==> src/rtl/pixel_stream_tx_pkg.sv <==
// pixel_stream_tx_pkg: shared widths, default frame size and FSM states for pixel_stream_tx
package pixel_stream_tx_pkg;
  localparam int PIX_W = 24;
  localparam int ADDR_W = 17;
  localparam int DEF_FRAME_W = 320;
  localparam int DEF_FRAME_H = 240;
  typedef enum logic [1:0] {IDLE, FETCH, DRAIN, DONE} state_e;
endpackage

==> src/rtl/pixel_tx_fifo.sv <==
// pixel_tx_fifo: first-word-fall-through pixel buffer with occupancy count
module pixel_tx_fifo
  import pixel_stream_tx_pkg::*;
#(
  parameter int DEPTH = 4,
  parameter int CW = $clog2(DEPTH) + 1
) (
  input  logic             clk,
  input  logic             rst_n,
  input  logic             push,
  input  logic [PIX_W-1:0] push_data,
  input  logic             pop,
  output logic [PIX_W-1:0] pop_data,
  output logic [CW-1:0]    count,
  output logic             empty
);
  localparam int AW = $clog2(DEPTH);
  logic [PIX_W-1:0] mem [DEPTH];
  logic [AW-1:0] wr_ptr_q, wr_ptr_d, rd_ptr_q, rd_ptr_d;
  logic [CW-1:0] count_q, count_d;
  logic do_pop;
  always_comb begin
    do_pop = pop && count_q != '0;
    wr_ptr_d = wr_ptr_q + AW'(push);
    rd_ptr_d = rd_ptr_q + AW'(do_pop);
    count_d = count_q + CW'(push) - CW'(do_pop);
  end
  always_ff @(posedge clk or negedge rst_n) begin
    if (!rst_n) begin
      wr_ptr_q <= '0;
      rd_ptr_q <= '0;
      count_q <= '0;
    end else begin
      wr_ptr_q <= wr_ptr_d;
      rd_ptr_q <= rd_ptr_d;
      count_q <= count_d;
    end
  end
  always_ff @(posedge clk) begin
    if (push) mem[wr_ptr_q] <= push_data;
  end
  assign pop_data = mem[rd_ptr_q];
  assign count = count_q;
  assign empty = count_q == '0;
endmodule

==> src/rtl/pixel_stream_tx.sv <==
// pixel_stream_tx: credit-paced frame reader to a valid/ready pixel stream; PIXEL_STREAM_TX_TESTPAT_EN adds a ramp test-pattern source
module pixel_stream_tx
  import pixel_stream_tx_pkg::*;
#(
  parameter int FRAME_W = DEF_FRAME_W,
  parameter int FRAME_H = DEF_FRAME_H,
  parameter int MEM_LAT = 2,
  parameter int FIFO_DEPTH = 4
) (
  input  logic              clk,
  input  logic              rst_n,
`ifdef PIXEL_STREAM_TX_TESTPAT_EN
  input  logic              test_pattern,
`endif
  input  logic              start,
  input  logic              continuous,
  output logic              busy,
  output logic              frame_done,
  output logic              mem_rd_en,
  output logic [ADDR_W-1:0] mem_addr,
  input  logic [PIX_W-1:0]  mem_rd_data,
  input  logic              mem_rd_valid,
  output logic [PIX_W-1:0]  data_out,
  output logic              valid_out,
  input  logic              ready_in,
  output logic              sop_out,
  output logic              eop_out
);
  localparam int NUM_PIX = FRAME_W * FRAME_H;
  localparam int CW = $clog2(FIFO_DEPTH) + 1;
  localparam logic [ADDR_W-1:0] LAST = ADDR_W'(NUM_PIX - 1);
  if (FIFO_DEPTH < MEM_LAT + 1) begin : g_bad_cfg
    $error("pixel_stream_tx: FIFO_DEPTH must be at least MEM_LAT+1");
  end
  state_e state_q, state_d;
  logic [ADDR_W-1:0] rd_addr_q, rd_addr_d, out_idx_q, out_idx_d;
  logic [CW-1:0] outst_q, outst_d, fifo_count;
  logic issue, pop, src_valid, fifo_empty;
  logic [PIX_W-1:0] src_data, fifo_data;
`ifdef PIXEL_STREAM_TX_TESTPAT_EN
  logic tp_q, tp_d, pat_valid_q, pat_valid_d;
  logic [7:0] pat_q, pat_d;
  always_comb begin
    tp_d = (state_q == IDLE && start) ? test_pattern : tp_q;
    pat_valid_d = issue && tp_q;
    pat_d = rd_addr_q[7:0];
  end
  always_ff @(posedge clk or negedge rst_n) begin
    if (!rst_n) begin
      tp_q <= 1'b0;
      pat_valid_q <= 1'b0;
      pat_q <= '0;
    end else begin
      tp_q <= tp_d;
      pat_valid_q <= pat_valid_d;
      pat_q <= pat_d;
    end
  end
  assign src_valid = tp_q ? pat_valid_q : mem_rd_valid && outst_q != '0;
  assign src_data = tp_q ? {3{pat_q}} : mem_rd_data;
  assign mem_rd_en = issue && !tp_q;
`else
  // returns only count against a read we issued, so stale beats after reset are dropped
  assign src_valid = mem_rd_valid && outst_q != '0;
  assign src_data = mem_rd_data;
  assign mem_rd_en = issue;
`endif
  always_comb begin
    issue = state_q == FETCH && ({1'b0, fifo_count} + {1'b0, outst_q}) < (CW + 1)'(FIFO_DEPTH);
    pop = !fifo_empty && ready_in;
    outst_d = outst_q + CW'(issue) - CW'(src_valid);
    out_idx_d = pop ? (out_idx_q == LAST ? '0 : out_idx_q + 1'b1) : out_idx_q;
    state_d = state_q;
    rd_addr_d = rd_addr_q;
    case (state_q)
      IDLE: if (start) begin
        state_d = FETCH;
        rd_addr_d = '0;
      end
      FETCH: if (issue) begin
        rd_addr_d = rd_addr_q + 1'b1;
        state_d = rd_addr_q == LAST ? DRAIN : FETCH;
      end
      DRAIN: state_d = (pop && out_idx_q == LAST) ? DONE : DRAIN;
      DONE: begin
        state_d = continuous ? FETCH : IDLE;
        rd_addr_d = '0;
      end
      default: state_d = IDLE;
    endcase
  end
  always_ff @(posedge clk or negedge rst_n) begin
    if (!rst_n) begin
      state_q <= IDLE;
      rd_addr_q <= '0;
      out_idx_q <= '0;
      outst_q <= '0;
    end else begin
      state_q <= state_d;
      rd_addr_q <= rd_addr_d;
      out_idx_q <= out_idx_d;
      outst_q <= outst_d;
    end
  end
  pixel_tx_fifo #(.DEPTH(FIFO_DEPTH), .CW(CW)) u_fifo (
    .clk(clk),
    .rst_n(rst_n),
    .push(src_valid),
    .push_data(src_data),
    .pop(pop),
    .pop_data(fifo_data),
    .count(fifo_count),
    .empty(fifo_empty)
  );
  assign busy = state_q != IDLE;
  assign frame_done = state_q == DONE;
  assign mem_addr = rd_addr_q;
  assign valid_out = !fifo_empty;
  assign data_out = fifo_empty ? '0 : fifo_data;
  assign sop_out = !fifo_empty && out_idx_q == '0;
  assign eop_out = !fifo_empty && out_idx_q == LAST;
endmodule

==> config.mk <==
export PLATFORM = sky130hd
export DESIGN_NAME = pixel_stream_tx
export DESIGN_NICKNAME = d
export VERILOG_FILES = /design/src/rtl/pixel_stream_tx_pkg.sv /design/src/rtl/pixel_tx_fifo.sv /design/src/rtl/pixel_stream_tx.sv
export SDC_FILE = /design/constraint.sdc
export NUM_CORES = 1
export LEC_CHECK = 0
export ABC_AREA = 1
export BUFFER_PORTS_ARGS = -buffer_cell sky130_fd_sc_hd__buf_4
export CAP_MARGIN = 25
export CORE_ASPECT_RATIO = 0.9
export CORE_UTILIZATION = 58
export CTS_CLUSTER_SIZE = 25
export DETAILED_ROUTE_END_ITERATION = 12
export PLACE_DENSITY = 0.75
export SYNTH_ARGS = -nofsm -noshare
export SYNTH_HDL_FRONTEND = slang
export SYNTH_SLANG_ARGS = --single-unit
==> constraint.sdc <==
create_clock -name clk -period 2.9 [get_ports clk]
set_input_delay 0.58 -clock clk [delete_from_list [all_inputs] [get_ports clk]]
set_output_delay 0.58 -clock clk [all_outputs]
set_load 0.01 [all_outputs]
# --- Yosys cells after proc, flatten, opt, wreduce, memory -nomap -nowiden ---
# Memory sizes are Yosys's and may differ from the RTL's.
# Index checks and enable logic that the tools add are counted.
classes:
  magnitude_cmp: 1
  muxes: 13
  n_reduce_logical: 17
  n_eq_ne: 7
  add_sub_neg: 9
op_table:
  columns: ["operator", "n"]
  rows:
  - ["17-bit 2-to-1 mux", 3]
  - ["17-bit case mux with 3 select lines", 1]
  - ["17-bit by 1-bit adder with 17-bit output, second input constant", 2]
  - ["17-bit == test, second input constant", 2]
  - ["24-bit 2-to-1 mux", 1]
  - ["17-bit zero test", 1]
  - ["3-bit nonzero test", 3]
  - ["2-bit case mux with 4 select lines", 1]
  - ["1-bit logical AND", 7]
  - ["3-bit by 1-bit adder with 3-bit output", 2]
  - ["2-bit 2-to-1 mux", 3]
  - ["3-bit by 1-bit subtractor with 3-bit output", 2]
  - ["2-bit by 1-bit adder with 2-bit output", 2]
  - ["3-bit by 3-bit adder with 4-bit output", 1]
  - ["2-bit == test, second input constant", 2]
  - ["4-bit by 3-bit less-than comparator with 1-bit output, second input constant", 1]
  - ["1-bit 2-to-1 mux", 4]
  - ["2-bit inequality test, second input constant", 2]
  - ["3-bit zero test", 1]
  - ["3-bit AND reduction", 1]
  - ["2-bit by 1-bit == test with 1-bit output, second input constant", 1]
  - ["2-bit zero test", 1]
  - ["2-bit AND reduction", 1]
  - ["2-bit nonzero test", 1]
  - ["1-bit zero test", 1]
word_totals:
  out_inout_bits: 47
  ff_bits: 46
  mem_bits_rw: 96
  mem_count: 1
  input_bits: 30
  word_cells: 55
memory_table:
  columns: ["name", "depth", "word_bits", "rd", "rd_clocked_by_memory_dff", "wr", "line", "rtl"]
  rows:
  - ["u_fifo.mem", 4, 24, 1, 0, 1, "pixel_tx_fifo.sv:18", "logic [PIX_W-1:0] mem [DEPTH];"]

# --- Depth between registers and ports, before layout ---
# Gate-level depths: netlist of the first run.
depth:
  word_depth: 6
  depth_mapped: 12
  ltp_nobuf: 10

# --- By module ---
# A second synthesis of the first run with hierarchy kept.
unflattened:
  hier_cells: 710
  area_unflattened_um2: 6770.2
by_module_without_submodules:
  columns: ["module", "area_per_inst_um2", "cells_per_inst", "n_inst", "seq_area_each_um2"]
  rows:
  - ["pixel_tx_fifo", 3993.8, 299, 1, 3057.9]
  - ["pixel_stream_tx", 2776.4, 411, 1, 975.9]

# --- Worst setup path before layout of the first run ---
# No wires, ideal clock.
synth_timing:
  path_kind: "input to register"
  from: "input mem_rd_valid"
  to: "memory u_fifo.mem[0][0], enable pin"
  setup_time_ps: 435
  path_slack_ps: 92
  n_path_buf: 0
  cell_stages: 2
  arrival_ps: 2373
  required_time_ps: 2465
  cell_sequence: "o31ai_1 > nor3_1"
synth_between:
  elab_chain_cells: 3
synth_lines:
  columns: ["element", "line", "rtl"]
  rows:
  - ["start, declared", "pixel_stream_tx.sv:22", "input logic mem_rd_valid,"]
  - ["1-bit logical AND", "pixel_stream_tx.sv:64", "assign src_valid = mem_rd_valid && outst_q != '0;"]
  - ["1-bit 2-to-1 mux", "pixel_tx_fifo.sv:40", "if (push) mem[wr_ptr_q] <= push_data;"]
  - ["1-bit 2-to-1 mux (not written as such)", "pixel_tx_fifo.sv:40", null]
  - ["end, declared", "pixel_tx_fifo.sv:18", null]
# Every way passes these cells.

# --- Final worst setup path of the first run ---
layout_timing:
  from: "register u_fifo.rd_ptr_q[0]"
  to: "output data_out[16]"
layout_between:
  elab_chain_cells: 2
layout_lines:
  columns: ["element", "line", "rtl"]
  rows:
  - ["start, declared", "pixel_tx_fifo.sv:19", "logic [AW-1:0] wr_ptr_q, wr_ptr_d, rd_ptr_q, rd_ptr_d;"]
  - ["start signal, assigned", "pixel_tx_fifo.sv:35", "rd_ptr_q <= rd_ptr_d;"]
  - ["memory read 4 x 24 bit", null, null]
  - ["24-bit 2-to-1 mux", "pixel_stream_tx.sv:119", "assign data_out = fifo_empty ? '0 : fifo_data;"]
  - ["end, declared", "pixel_stream_tx.sv:23", "output logic [PIX_W-1:0] data_out,"]
# Every way passes these cells.

==> results of run 1 <==
kinds of logic after synthesis:
logic type               Yosys count  synth area share
adder cells (fa/ha/maj)           13            0.0267
flip-flops                       142             0.607
AO/OA/AOI/OAI                    100            0.0817
XOR/XNOR                          15            0.0198
AND/OR/NAND/NOR                  312             0.214
buffers and inverters             80            0.0510
layout by cell type, fill, tap and decap left out, types with 3 or more instances in the layout:
cell type	synthesis	routed
inv_6	0	3
nor3_2	4	8
o21ai_1	6	6
ha_1	11	11
inv_1	50	50
o31ai_1	4	4
nor3_1	10	6
or2_2	3	3
xor2_1	10	10
nor2_2	9	9
nor2_1	136	136
clkinvlp_4	0	3
nand2_2	5	5
o21ai_0	56	56
nand4_1	24	24
a21oi_1	27	27
edfxtp_1	96	96
xnor2_1	5	5
nor2_4	4	4
inv_2	7	7
o21ai_2	4	4
nand2_1	82	82
clkinv_2	0	3
clkbuf_16	0	17
dfrtp_1	46	46
buf_4	1	86
nand3_1	28	28
sequential cells by signal (all words and copies together), names as in the netlist, named ones only:
register and cells:
state_q 1, out_idx_q 17, u_fifo.count 3, u_fifo.rd_ptr_q 2, u_fifo.wr_ptr_q 2, u_fifo.mem 96, mem_addr 17, outst_q 3
report_power, final:
part	internal, W	total [W]	switching [W]
Sequential	0.00267	0.00295	0.000283
Combinational	0.00117	0.00303	0.00186
Clock	0.00118	0.00202	0.000844
Total	0.00502	0.00801	0.00299
stage by stage:
stage / power (W) / hold WS [ns] / utilization / worst slack (ns) / cell area [sq um]
detailed placement: 0.00603 / 0.491 / 0.673 / 0.369 / 7400
global placement: 0.00591 / 0.494 / 0.673 / 0.437 / 7400
finish: 0.00801 / 0.160 / 0.723 / 0.293 / 7950
floorplan: 0.00490 / 0.284 / - / 0.0920 / 6650
CTS: 0.00807 / 0.168 / 0.723 / 0.306 / 7950
global route: 0.00853 / 0.205 / 0.723 / 0.135 / 7950
how the worst min path moves through the flow:
stage / depth (start not counted) / endpoint / start / slack [ns]
floorplan: 0 / async pin / rst_n / 0.28
global placement: 1 / u_fifo.count[2] / u_fifo.count[1] / 0.49
detailed placement: 1 / u_fifo.count[2] / u_fifo.count[1] / 0.49
CTS: 1 / mem_addr[13] / rst_n / 0.17
global route: 1 / mem_addr[9] / rst_n / 0.21
finish: 1 / mem_addr[11] / rst_n / 0.16
routing by layer:
metal | up-vias | routed length (um) | track usage
met1 | 2330 | 6040 | 0.329
met2 | 166 | 7010 | 0.411
met4 | 0 | 293 | 0.113
met5 | - | 0 | 0
met3 | 26 | 785 | 0.0626
li1 | 2414 | - | -
synthesized netlist by cell type (5+ instances only):
master / number / share of area
nor2_1: 136 / 0.077
edfxtp_1: 96 / 0.43
nand2_1: 82 / 0.046
o21ai_0: 56 / 0.042
inv_1: 50 / 0.028
dfrtp_1: 46 / 0.17
nand3_1: 28 / 0.021
a21oi_1: 27 / 0.020
nand4_1: 24 / 0.023
ha_1: 11 / 0.021
buf_2: 10 / 0.0075
nor3_1: 10 / 0.0075
xor2_1: 10 / 0.013
nor2_2: 9 / 0.0085
clkbuf_1: 7 / 0.0040
inv_2: 7 / 0.0040
o21ai_1: 6 / 0.0045
nand2_2: 5 / 0.0047
xnor2_1: 5 / 0.0066
layout make-up:
cell class	count	area [sq um]
flip-flops and latches	142	4030
fillers	821	3040
multi-input cells	440	2290
repair buffers	87	666
clock buffers	19	433
inverters	58	218
well taps	152	190
clock inverters	13	115
==> impl_metrics.yaml, run 1 <==
layout:
  area_delta_synth_final_pct: 19.6
  stdcell_count: 911
  antenna_cells: 0
  nNetsFinal: 789
  final_layout_size_suffix_gt1_frac: 0.212
global_routing:
  grt-ovfl-total: 0
  antenna_found_initial: 0
  track_usage: 0.256
  grt_pass1_wl_mm: 23.1
  grt_pass1_vias: 4821
  grt_max_degree: 50
setup_path:
  end_kind: "output port"
  worstSetupStartpointType: "flop"
  timing.critical_path.from: "u_fifo.rd_ptr_q[0]"
  reg2reg_depth: 8
  path_delay_family: "buffers and inverters"
  path_buf_inv: 2
  cp_slowest_cell: "buf_4"
  crit_path_max_incr_delay_ns: 0.47
  crit_end: "data_out[16]"
  cp.depth: 6
  critPathMaxFanout: 49
  path_class: "flop to output port"
  r2r_start: "outst_q[1]"
  regToRegEndpoint: "outst_q[2]"
  required_ns: 2.32
  arrival_ns: 2.03
  crit_path_cell_trace: "buf_4, nor2_1, nor2_1, o21ai_0, a21oi_1, buf_4"
  reg2reg_slack_ns: 0.37
placed_design:
  dpl.cell_count: 879
  dp.final_hpwl_mm: 9.08
  place_congestion: 0.930
  portBuffers: 76
clock_tree:
  clkTransAtPathRegs_ns: 0.06
  cts_tree: "built"
  root_buffer: "clkbuf_16"
  cts_setup_buffers: 0
  cts_sinks: 142
  htreeDepth: 4
  insertion_delay_ns: 0.43
  hold_buffers: 0
  cts_made_buffers: 17
  clk_path_buf_depth: 2
  cts_resized: 0
yosys:
  synth.avg_cell_area_sq_um: 10.0
  ys_types: 38
  syn_area_sq_mm: 0.00665
  syn_nets: 705
  synthArstFlopShare: 0.324
  synth_edf_count: 96
  synth_seq_cells: 142
  syn_inst: 662
  ys.flop_type: "edfxtp_1"
  yosys_warnings: 0
  seq_area_frac_synth: 0.607
sta:
  tightestPinTransition_ns: 0.918
  relSlewSlack: 0.387
  post-route-period-util: 0.899
  hold_viol_final: 0
  fin_tns_setup_ns: 0
  finalSetupViolCount: 0
  fin_skew_ns: 0.00810
  slew_violations: 0
  finalCriticalPeriod_ns: 2.61
  fmax_mhz: 384
  rsz0062_at_grt: "false"
power:
  vdd_drop_max_mv: 0.488
  p_leak_nw: 3.26
  p_per_area_mw_per_mm2: 1010
die:
  chipHeight_um: 104
  ios: 77
  start_util: 0.605
  coreArea_sq_mm: 0.0110
  die_width_um: 115
  die_area_sq_mm: 0.0119
  num_rows: 36
route:
  viasPerCell: 5.42
  via_count: 4936
  drc: 0
  post_drt_wl_per_cell_um: 15.5
  final_antenna_net_count: 0
  finalWirelength_mm: 14.1
  drtIter0Drc: 336
  drt_first_pass_iters: 5
job:
  max_cap_violations: 0
worst_hold_path:
  hold_class: "primary input to async pin"
status:
  status: "finished, final reports clean"
(Power assumes the default switching activity.)
==> run 2: changes to the inputs <==
==> constraint.sdc (replaced) <==
create_clock -name clk -period 2.92 [get_ports clk]
set_input_delay 0.584 -clock clk [delete_from_list [all_inputs] [get_ports clk]]
set_output_delay 0.584 -clock clk [all_outputs]
set_load 0.01 [all_outputs]
==> run 2 against run 1 <==
  * Global-route usage hardly changed
  * Sequential share of layout area is 0.27 points lower
  * Die area stayed put
  * First-iteration DRC count is 12% higher
  * Register-to-register slack worse by 0.13 ns
  * Total power is 1.3% higher
  * Clock skew is 0.0034 ns lower
  * Critical path depth is 2 higher
  * Via count is 0.16% higher
  * Count of clock-buffer cells in the layout is 2 lower
==> impl_metrics.yaml, run 2 (synthesis results as in run 1) <==
layout:
  stdcell_count: 909
  area_delta_synth_final_pct: 20.2
  final_common_cell: "nor2_1"
  final_layout_size_suffix_gt1_frac: 0.214
  fillers: 805
  nNetsFinal: 788
  regArea_sq_mm: 0.00403
  mostFrequentLayoutCells: "nor2_1, edfxtp_1, buf_4, nand2_1, o21ai_0"
  utilization: 0.727
  regMostFlops: "u_fifo.mem"
  multi_input_area_sq_mm: 0.00229
  largest_reg_flops: 96
  antenna_cells: 0
  design_area_sq_mm: 0.00799
setup_path:
  crit_path_cell_trace: "o31ai_1, inv_1, ha_1, inv_1, ha_1, inv_1, fa_1, inv_1"
  regToRegEndpoint: "outst_q[1]"
  required_ns: 3.23
  critPathMaxFanout: 5
  path_delay_family: "adder cells"
  cp_slowest_cell: "o31ai_1"
  end_kind: "flop"
  reg2reg_slack_ns: 0.24
  cp.depth: 8
  path_common_cell: "inv_1"
  path_class: "flop to flop"
  arrival_ns: 2.99
  path_buf_inv: 4
  crit_path_max_incr_delay_ns: 0.81
  r2r_start: "outst_q[1]"
  reg2reg_depth: 8
  worstSetupStartpointType: "flop"
global_routing:
  track_usage: 0.256
  grt_max_degree: 50
  grt_pass1_vias: 4856
  grt_pass1_wl_mm: 23.4
  grt-ovfl-total: 0
  antenna_found_initial: 0
placed_design:
  dpl.cell_count: 878
  place_congestion: 0.920
  dpl_cell_area_sq_mm: 0.00739
  portBuffers: 76
  dp.final_hpwl_mm: 9.05
power:
  clkPwrFrac: 0.265
  p_leak_nw: 3.29
  finalPower_w: 0.00811
  p_per_area_mw_per_mm2: 1020
  p_comb_frac: 0.372
  vdd_drop_max_mv: 0.661
  power.internal_w: 0.00515
  seqPwrFrac: 0.363
  power.switching_fraction: 0.365
  p_switching_w: 0.00296
sta:
  fin_skew_ns: 0.00473
  fin_tns_setup_ns: 0
  slew_violations: 0
  tightestPinTransition_ns: 0.937
  hold_viol_final: 0
  rsz0062_at_grt: "false"
  post-route-period-util: 0.919
  relSlewSlack: 0.370
  finalSetupViolCount: 0
  finalCriticalPeriod_ns: 2.68
  fmax_mhz: 372
die:
  ios: 77
  num_rows: 36
  start_util: 0.605
  coreArea_sq_mm: 0.0110
  die_area_sq_mm: 0.0119
  chipHeight_um: 104
  die_width_um: 115
route:
  drt_first_pass_iters: 5
  viasPerCell: 5.44
  post_drt_wl_per_cell_um: 15.6
  final_antenna_net_count: 0
  finalWirelength_mm: 14.2
  via_count: 4944
  drc: 0
  drtIter0Drc: 375
clock_tree:
  cts_tree: "built"
  clk_path_buf_depth: 2
  htreeDepth: 4
  root_buffer: "clkbuf_16"
  cts_made_buffers: 17
  cts_sinks: 142
  cts_setup_buffers: 0
  hold_buffers: 0
  insertion_delay_ns: 0.41
  clkTransAtPathRegs_ns: 0.06
worst_hold_path:
  hold_class: "primary input to async pin"
job:
  max_cap_violations: 0
status:
  status: "finished, final reports clean"
[run 2: cell count changes in the layout (fill, tap and decap cells not counted)]
cell and change:
clkbuf_1 -2, buf_4 -1, clkinv_4 +2, clkinv_1 -1
bufinv_16 +2, inv_6 -1, clkinvlp_4 -1
[run 2: what timing repair did]
item	in CTS	in global routing
endpoints found under the hold margin	0	0
gates resized for setup	0	1
setup endpoints to repair	0	4
[run 2: worst max path at each step]
stage                          startpoint          endpoint  slack (ns)
final                          outst_q[1]        outst_q[1]        0.24
after global routing           outst_q[1]        outst_q[1]        0.12
after CTS                 u_fifo.count[1]      data_out[21]        0.07
after detailed placement       outst_q[1]        outst_q[1]        0.25
after global placement         outst_q[1]        outst_q[1]        0.46
after floorplan              mem_rd_valid  u_fifo.mem[0][0]        0.11
[run 2: layout make-up]
class	count	share of cell area
Sequential cell	142	0.505
Multi-Input combinational cell	440	0.287
Timing Repair Buffer	86	0.0824
Clock buffer	17	0.0532
Inverter	58	0.0277
Tap cell	152	0.0238
Clock inverter	14	0.0211
[run 2: through the flow]
stage	hold slack (ns)	setup WS [ns]
finish	0.166	0.235
global route	0.224	0.115
CTS	0.195	0.0654
floorplan	0.288	0.108
global placement	0.489	0.461
detailed placement	0.494	0.246
[run 2: power groups by stage]
stage	Combinational [W]	Clock, W	Sequential [W]
5_1_grt	0.00338	0.00226	0.00299
4_1_cts	0.00304	0.00217	0.00294
6_report	0.00302	0.00215	0.00295
3_3_place_gp	0.00291	0	0.00295
3_5_place_dp	0.00302	0	0.00297
2_1_floorplan	0.00194	0	0.00293
[run 2: metal layers]
metal / up-vias / GRT usage / wire, um
li1: 2407 / - / -
met3: 21 / 0.0509 / 663
met2: 151 / 0.431 / 7250
met1: 2365 / 0.326 / 6090
met5: - / 0 / 0
met4: 0 / 0.0946 / 217
